## config.mk

```make
export PLATFORM = sky130hd
export DESIGN_NAME = fetch_queue
export DESIGN_NICKNAME = d
export VERILOG_FILES = /design/src/rtl/fetch_queue_pkg.sv /design/src/rtl/fetch_queue_ring.sv /design/src/rtl/fetch_queue.sv
export SDC_FILE = /design/constraint.sdc
export NUM_CORES = 1
export LEC_CHECK = 0
export ABC_CLOCK_PERIOD_IN_PS = 3850
export BUFFER_PORTS_ARGS = -buffer_cell sky130_fd_sc_hd__clkbuf_2
export CELL_PAD_IN_SITES_DETAIL_PLACEMENT = 1
export CELL_PAD_IN_SITES_GLOBAL_PLACEMENT = 1
export CORE_MARGIN = 10
export CORE_UTILIZATION = 39
export CTS_BUF_LIST = sky130_fd_sc_hd__clkbuf_4 sky130_fd_sc_hd__clkbuf_8
export DETAILED_ROUTE_END_ITERATION = 10
export GPL_ROUTABILITY_DRIVEN = 0
export PLACE_DENSITY_LB_ADDON = 0.1
export SETUP_SLACK_MARGIN = 0.5
export SYNTH_ARGS = -nofsm -noshare
export SYNTH_HDL_FRONTEND = slang
export SYNTH_SLANG_ARGS = --single-unit
```

## constraint.sdc

```tcl
create_clock -name clock -period 3.85 [get_ports clock]
set_input_delay 0.1925 -clock clock [delete_from_list [all_inputs] [get_ports clock]]
set_output_delay 0.1925 -clock clock [all_outputs]
set_load 0.01 [all_outputs]
```

## src/rtl/fetch_queue_pkg.sv

```systemverilog
// ---------------------------------------------------------------------------
// fetch_queue_pkg
// Shared definitions for the fetch queue slice.
//   DEPTH_DEFAULT : default number of in-order fetch entries
//   XLEN          : width of PCs and instruction words
//   fetch_entry_t : one queue entry (fetch PC, returned word, filled flag)
// ---------------------------------------------------------------------------
package fetch_queue_pkg;

    localparam int DEPTH_DEFAULT = 2;
    localparam int XLEN          = 32;

    typedef struct packed {
        logic [XLEN-1:0] pc;
        logic [XLEN-1:0] data;
        logic            filled;
    } fetch_entry_t;

endpackage

```

## src/rtl/fetch_queue_ring.sv

```systemverilog
// ---------------------------------------------------------------------------
// fetch_ring
// Entry storage for the fetch queue: a circular buffer of DEPTH entries with
// head/tail pointers and an occupancy count. Requests are allocated at the
// tail, responses fill the oldest unfilled entry, decode drains the head.
// Ports:
//   clock, reset   : clock and synchronous active-high reset
//   clear_i        : flush every entry (redirect)
//   enq_i/enqPc_i  : allocate the tail entry for a fetch of enqPc_i
//   fill_i/fillData_i : write a returned word into the oldest unfilled entry
//   deq_i          : free the head entry
//   count_o        : number of allocated entries (0..DEPTH)
//   unfilled_o     : number of allocated entries still waiting for data
//   head_o         : the head entry as stored
// ---------------------------------------------------------------------------
module fetch_ring
    import fetch_queue_pkg::*;
#(
    parameter int DEPTH = DEPTH_DEFAULT
) (
    input  logic                     clock,
    input  logic                     reset,
    input  logic                     clear_i,
    input  logic                     enq_i,
    input  logic [XLEN-1:0]          enqPc_i,
    input  logic                     fill_i,
    input  logic [XLEN-1:0]          fillData_i,
    input  logic                     deq_i,
    output logic [$clog2(DEPTH):0]   count_o,
    output logic [$clog2(DEPTH):0]   unfilled_o,
    output fetch_entry_t             head_o
);

    localparam int PTR_W = $clog2(DEPTH);
    localparam int CNT_W = PTR_W + 1;

    fetch_entry_t       entries_q [DEPTH];
    logic [PTR_W-1:0]   head_q, head_d;
    logic [PTR_W-1:0]   tail_q, tail_d;
    logic [CNT_W-1:0]   count_q, count_d;
    logic [PTR_W-1:0]   fillIdx;
    logic [PTR_W-1:0]   scanIdx;
    logic               canFill;
    logic [CNT_W-1:0]   unfilled;

    // Walk the allocated region from the head. Because responses come back in
    // request order, the filled entries always form a prefix of that region,
    // so the first unfilled entry found is where the next response belongs.
    // The same walk also counts the entries whose requests are still in flight.
    always_comb begin
        unfilled = '0;
        fillIdx  = head_q;
        scanIdx  = head_q;
        canFill  = 1'b0;
        for (int k = 0; k < DEPTH; k++) begin
            scanIdx = head_q + PTR_W'(k);
            if ((CNT_W'(k) < count_q) && !entries_q[scanIdx].filled) begin
                unfilled = unfilled + CNT_W'(1);
                if (!canFill) begin
                    canFill = 1'b1;
                    fillIdx = scanIdx;
                end
            end
        end
    end

    // Pointer and occupancy next state. The top never enqueues into a full
    // ring and never dequeues an empty one, so no saturation is needed here.
    always_comb begin
        head_d  = head_q;
        tail_d  = tail_q;
        if (enq_i) begin
            tail_d = tail_q + PTR_W'(1);
        end
        if (deq_i) begin
            head_d = head_q + PTR_W'(1);
        end
        count_d = count_q + CNT_W'(enq_i) - CNT_W'(deq_i);
    end

    // Storage and pointer registers. Reset and flush share one path: both
    // empty the ring and mark every entry unfilled. Allocation, fill and
    // dequeue never touch the same slot in one cycle, so their writes are
    // independent.
    always_ff @(posedge clock) begin
        if (reset || clear_i) begin
            head_q  <= '0;
            tail_q  <= '0;
            count_q <= '0;
            for (int i = 0; i < DEPTH; i++) begin
                entries_q[i].filled <= 1'b0;
            end
        end else begin
            head_q  <= head_d;
            tail_q  <= tail_d;
            count_q <= count_d;
            if (enq_i) begin
                entries_q[tail_q].pc     <= enqPc_i;
                entries_q[tail_q].filled <= 1'b0;
            end
            if (fill_i && canFill) begin
                entries_q[fillIdx].data   <= fillData_i;
                entries_q[fillIdx].filled <= 1'b1;
            end
            if (deq_i) begin
                entries_q[head_q].filled <= 1'b0;
            end
        end
    end

    assign count_o    = count_q;
    assign unfilled_o = unfilled;
    assign head_o     = entries_q[head_q];

endmodule

```

## src/rtl/fetch_queue.sv

```systemverilog
// ---------------------------------------------------------------------------
// fetch_queue
// In-order instruction fetch queue between the PC register, instruction
// memory and decode. Issues one fetch per free entry, stalls the PC when a
// fetch is not accepted, and discards responses that belong to fetches made
// before a redirect.
// Ports:
//   clock, reset          : clock and synchronous active-high reset
//   io_pc                 : current fetch PC
//   io_redirect           : PC register is loading a new PC this cycle
//   io_stall              : hold the PC register
//   io_imem_req_*         : memory request channel (valid/ready/addr)
//   io_imem_resp_*        : memory response channel (valid/data, in order)
//   io_inst_*             : decode channel (valid/ready/data/pc)
// ---------------------------------------------------------------------------
module fetch_queue
    import fetch_queue_pkg::*;
#(
    parameter int DEPTH = DEPTH_DEFAULT
) (
    input  logic            clock,
    input  logic            reset,
    input  logic [XLEN-1:0] io_pc,
    input  logic            io_redirect,
    output logic            io_stall,
    output logic            io_imem_req_valid,
    input  logic            io_imem_req_ready,
    output logic [XLEN-1:0] io_imem_req_addr,
    input  logic            io_imem_resp_valid,
    input  logic [XLEN-1:0] io_imem_resp_data,
    output logic            io_inst_valid,
    input  logic            io_inst_ready,
    output logic [XLEN-1:0] io_inst_data,
    output logic [XLEN-1:0] io_inst_pc
);

    localparam int CNT_W = $clog2(DEPTH) + 1;

    logic [CNT_W-1:0] dropCnt_q, dropCnt_d;
    logic [CNT_W-1:0] count;
    logic [CNT_W-1:0] unfilled;
    fetch_entry_t     headEntry;
    logic             accept;
    logic             dequeue;
    logic             fill;

    // Handshake decode. No new fetch goes out while stale responses are still
    // owed, so a discarded response can never be confused with a live one.
    always_comb begin
        io_imem_req_valid = !reset && (count < CNT_W'(DEPTH)) && (dropCnt_q == '0);
        io_imem_req_addr  = io_pc;
        accept            = io_imem_req_valid && io_imem_req_ready;
        io_stall          = !accept;
        io_inst_valid     = !reset && (count != '0) && headEntry.filled;
        io_inst_data      = headEntry.data;
        io_inst_pc        = headEntry.pc;
        dequeue           = io_inst_valid && io_inst_ready;
        fill              = io_imem_resp_valid && (dropCnt_q == '0) && !io_redirect;
    end

    // Outstanding stale responses. On a redirect every fetch still in flight
    // becomes stale: the ones already owed, the unfilled entries being thrown
    // away, and a request accepted in this same cycle. A response arriving in
    // the redirect cycle pays off one of those immediately.
    always_comb begin
        dropCnt_d = dropCnt_q;
        if (io_redirect) begin
            dropCnt_d = dropCnt_q + unfilled + CNT_W'(accept) - CNT_W'(io_imem_resp_valid);
        end else if (io_imem_resp_valid && (dropCnt_q != '0)) begin
            dropCnt_d = dropCnt_q - CNT_W'(1);
        end
    end

    // Stale-response counter register.
    always_ff @(posedge clock) begin
        if (reset) begin
            dropCnt_q <= '0;
        end else begin
            dropCnt_q <= dropCnt_d;
        end
    end

    fetch_ring #(
        .DEPTH (DEPTH)
    ) ring (
        .clock      (clock),
        .reset      (reset),
        .clear_i    (io_redirect),
        .enq_i      (accept),
        .enqPc_i    (io_pc),
        .fill_i     (fill),
        .fillData_i (io_imem_resp_data),
        .deq_i      (dequeue),
        .count_o    (count),
        .unfilled_o (unfilled),
        .head_o     (headEntry)
    );

endmodule

```

==> results.py <==
metrics = {
    "global_routing": {
        "grt_max_degree": 67,
        "overflow": 0,
        "first_global_vias": 3763,
        "antenna_found_initial": 1,
        "grt_pass1_wl_um": 20700,
        "gr-usage-all-layers": 0.137,
    },
    "routing": {
        "wirelength_um": 12900,
        "drc": 0,
        "via_per_inst": 4.52,
        "wl_per_cell_um": 18.0,
        "firstDrtPassIters": 4,
        "via_count": 3247,
        "drtAntennaViolNets": 0,
        "first_iter_violations": 151,
    },
    "timing": {
        "rsz0062_at_grt": "false",
        "whs_ps": 151,
        "maxSlewHeadroom": 0.381,
        "hold_viol": 0,
        "period_minus_slack_ps": 2540,
        "worstMarginPinSlew_ps": 928,
        "setup_viol": 0,
        "max_freq_ghz": 0.394,
        "finalSetupTns_ps": 0,
        "fin_worst_skew_ps": 7.13,
        "fin_crit_sh": 0.659,
        "drv_slew": 0,
    },
    "clocking": {
        "hold_buffers": 65,
        "insertion_delay_ps": 430,
        "post_cts_buffers": 0,
        "post_cts_resize_count": 0,
        "htreeDepth": 4,
        "clk_path_buf_depth": 2,
        "cts-buffers-inserted": 17,
        "clk_pin_slew_ps": 70,
        "clock-root-buffer": "clkbuf_8",
        "cts_tree": "built",
        "cts_sinks": 137,
    },
    "synth": {
        "yosys-top-cells-area": "edfxtp_1 70%, mux2_2 13%, buf_4 4.4%, dfxtp_1 3.3%, ha_1 1.4%",
        "syn_area_mm2": 0.00546,
        "synth-warning-count": 0,
        "ys_ff_latch": 137,
        "netlist.area_leader.share": 0.704,
        "synth_fp_nets": 384,
        "syn_avg_cell_area_um2": 17.8,
        "yosysTopAreaCell": "edfxtp_1",
        "syn_inst": 307,
        "synth_edf_count": 128,
        "synth.distinct_cells": 30,
        "synth_ff_type": "edfxtp_1",
        "ys_async_sr_fraction": 0,
        "ys_seq_area_frac": 0.737,
    },
    "final_layout": {
        "synthToLayoutAreaGrowth_pct": 35.9,
        "layout_commonest_cell": "clkbuf_2",
        "drive_above_1_share": 0.507,
        "layout.nets": 601,
        "layout_common_cells": "168 x clkbuf_2, 128 x edfxtp_1, 65 x dlygate4sd3_1, 64 x mux2_2, 17 x clkbuf_8",
    },
    "critical_path": {
        "arrival_ps": 2670,
        "critPathBufInv": 2,
        "critPathMaxStageDelay_ps": 630,
        "crit_slowest_cell": "a21oi_4",
        "crit_family": "compound AO/OA/AOI/OAI gates",
        "cp.required_ps": 3980,
        "crit_path_cell_trace": "mux2i_1 > nor2b_1 > inv_1 > ha_1 > nand4b_1 > a21oi_4 > buf_4",
        "crit_path_end_kind": "flop",
        "crit_fanout": 21,
        "worstSetupStartpointType": "flop",
        "worstSetupPathType": "flop to flop",
    },
    "power_and_ir_drop": {
        "vdd_drop_max_uv": 258,
        "power.leakage_nw": 2.86,
        "power_density_mw_per_mm2": 427,
    },
    "place": {
        "hpwl_um": 8590,
        "io_buffers": 168,
    },
    "floorplanning": {
        "die_w_um": 138,
        "ioPinCount": 169,
        "die_h_um": 138,
        "num_rows": 43,
        "die-area_mm2": 0.0191,
        "start_util": 0.396,
        "core-area_mm2": 0.0138,
    },
    "min_path": {
        "hold_class": "primary input to flop",
    },
    "flow_run": {
        "cap_violations": 0,
    },
    "outcome": {
        "status": "complete, no violations",
    },
}
## Yosys cell counts, types with 2 or more instances
cell	count
edfxtp_1	128
mux2_2	64
buf_4	32
inv_1	10
dfxtp_1	9
nor2_1	9
buf_2	6
ha_1	6
xnor2_1	6
nand2_1	5
a21oi_1	4
clkbuf_1	3
nor3_1	3
nor3b_1	3
nand3_1	2
nor2b_1	2
xor2_1	2
## per-stage QoR
stage	instances	power (mW)	utilization	cell area, um^2	setup slack [ps]
floorplan	307	1.79	-	5470	586
global placement	620	1.87	0.459	6320	1300
detailed placement	620	1.87	0.459	6320	1240
CTS	717	3.22	0.538	7420	1230
global route	718	3.30	0.539	7420	1040
finish	718	3.17	0.539	7420	1310
## worst register-to-register path, stage by stage, from the launching register on
cell and delay, ps:
dfxtp_4 350, mux2i_1 260, nor2b_1 220, inv_1 60, ha_1 180, nand4b_1 240
a21oi_4 630, buf_4 300
## power by group
| group | total [mW] | internal [mW] | switching [mW] | leakage (nW) |
|---|---|---|---|---|
| registers | 1.66 | 1.65 | 0.00667 | 1.23 |
| logic | 0.237 | 0.123 | 0.114 | 1.43 |
| clock network | 1.28 | 0.760 | 0.519 | 0.212 |
## cell type report
cell class,count,area [um^2]
repair buffers,239,1540
well taps,180,225
inverters,10,37.5
clock inverters,15,206
clock buffers,17,234
multi-input cells,119,1150
fillers,1393,6350
diodes,1,2.50
flip-flops and latches,137,4030
## flip-flops by register name (all words and copies together) (netlist names), named ones only
name,flops
dropCnt_q,2
ring.count_o,2
ring.entries_q,130
ring.head_q,1
ring.tail_q,1
## path summary, 6_finish.rpt
check | startpoint | end | slack [ps] | depth (start not counted)
worst min-delay path | io_redirect | dropCnt_q[0] | 150 | 2
worst min register to register | ring.entries_q[0][0] | ring.entries_q[0][0] | 560 | 2
worst max-delay path | flop | ring.entries_q[1][16] | 1310 | 7
worst max register to register | flop | ring.entries_q[1][16] | 1310 | 7
## cell families (layout without fill, tap and decap cells)
group / count (synthesis) / count (layout) / synth area share
XOR/XNOR: 8 / 8 / 0.0128
AO/OA/AOI/OAI: 9 / 9 / 0.0105
AND/OR/NAND/NOR: 30 / 30 / 0.0296
buffers and inverters: 51 / 281 / 0.0585
multiplexers: 65 / 65 / 0.134
adder cells (fa/ha/maj): 7 / 7 / 0.0174
other: 0 / 1 / 0
flip-flops: 137 / 137 / 0.737
## per-layer routing
layer,vias to the layer above,global-route usage,wire length [um]
met5,-,0,0
met4,0,0.0499,152
met3,11,0.0558,887
met2,99,0.235,6760
met1,1590,0.149,5150
li1,1547,-,-
(Power assumes the default switching activity.)
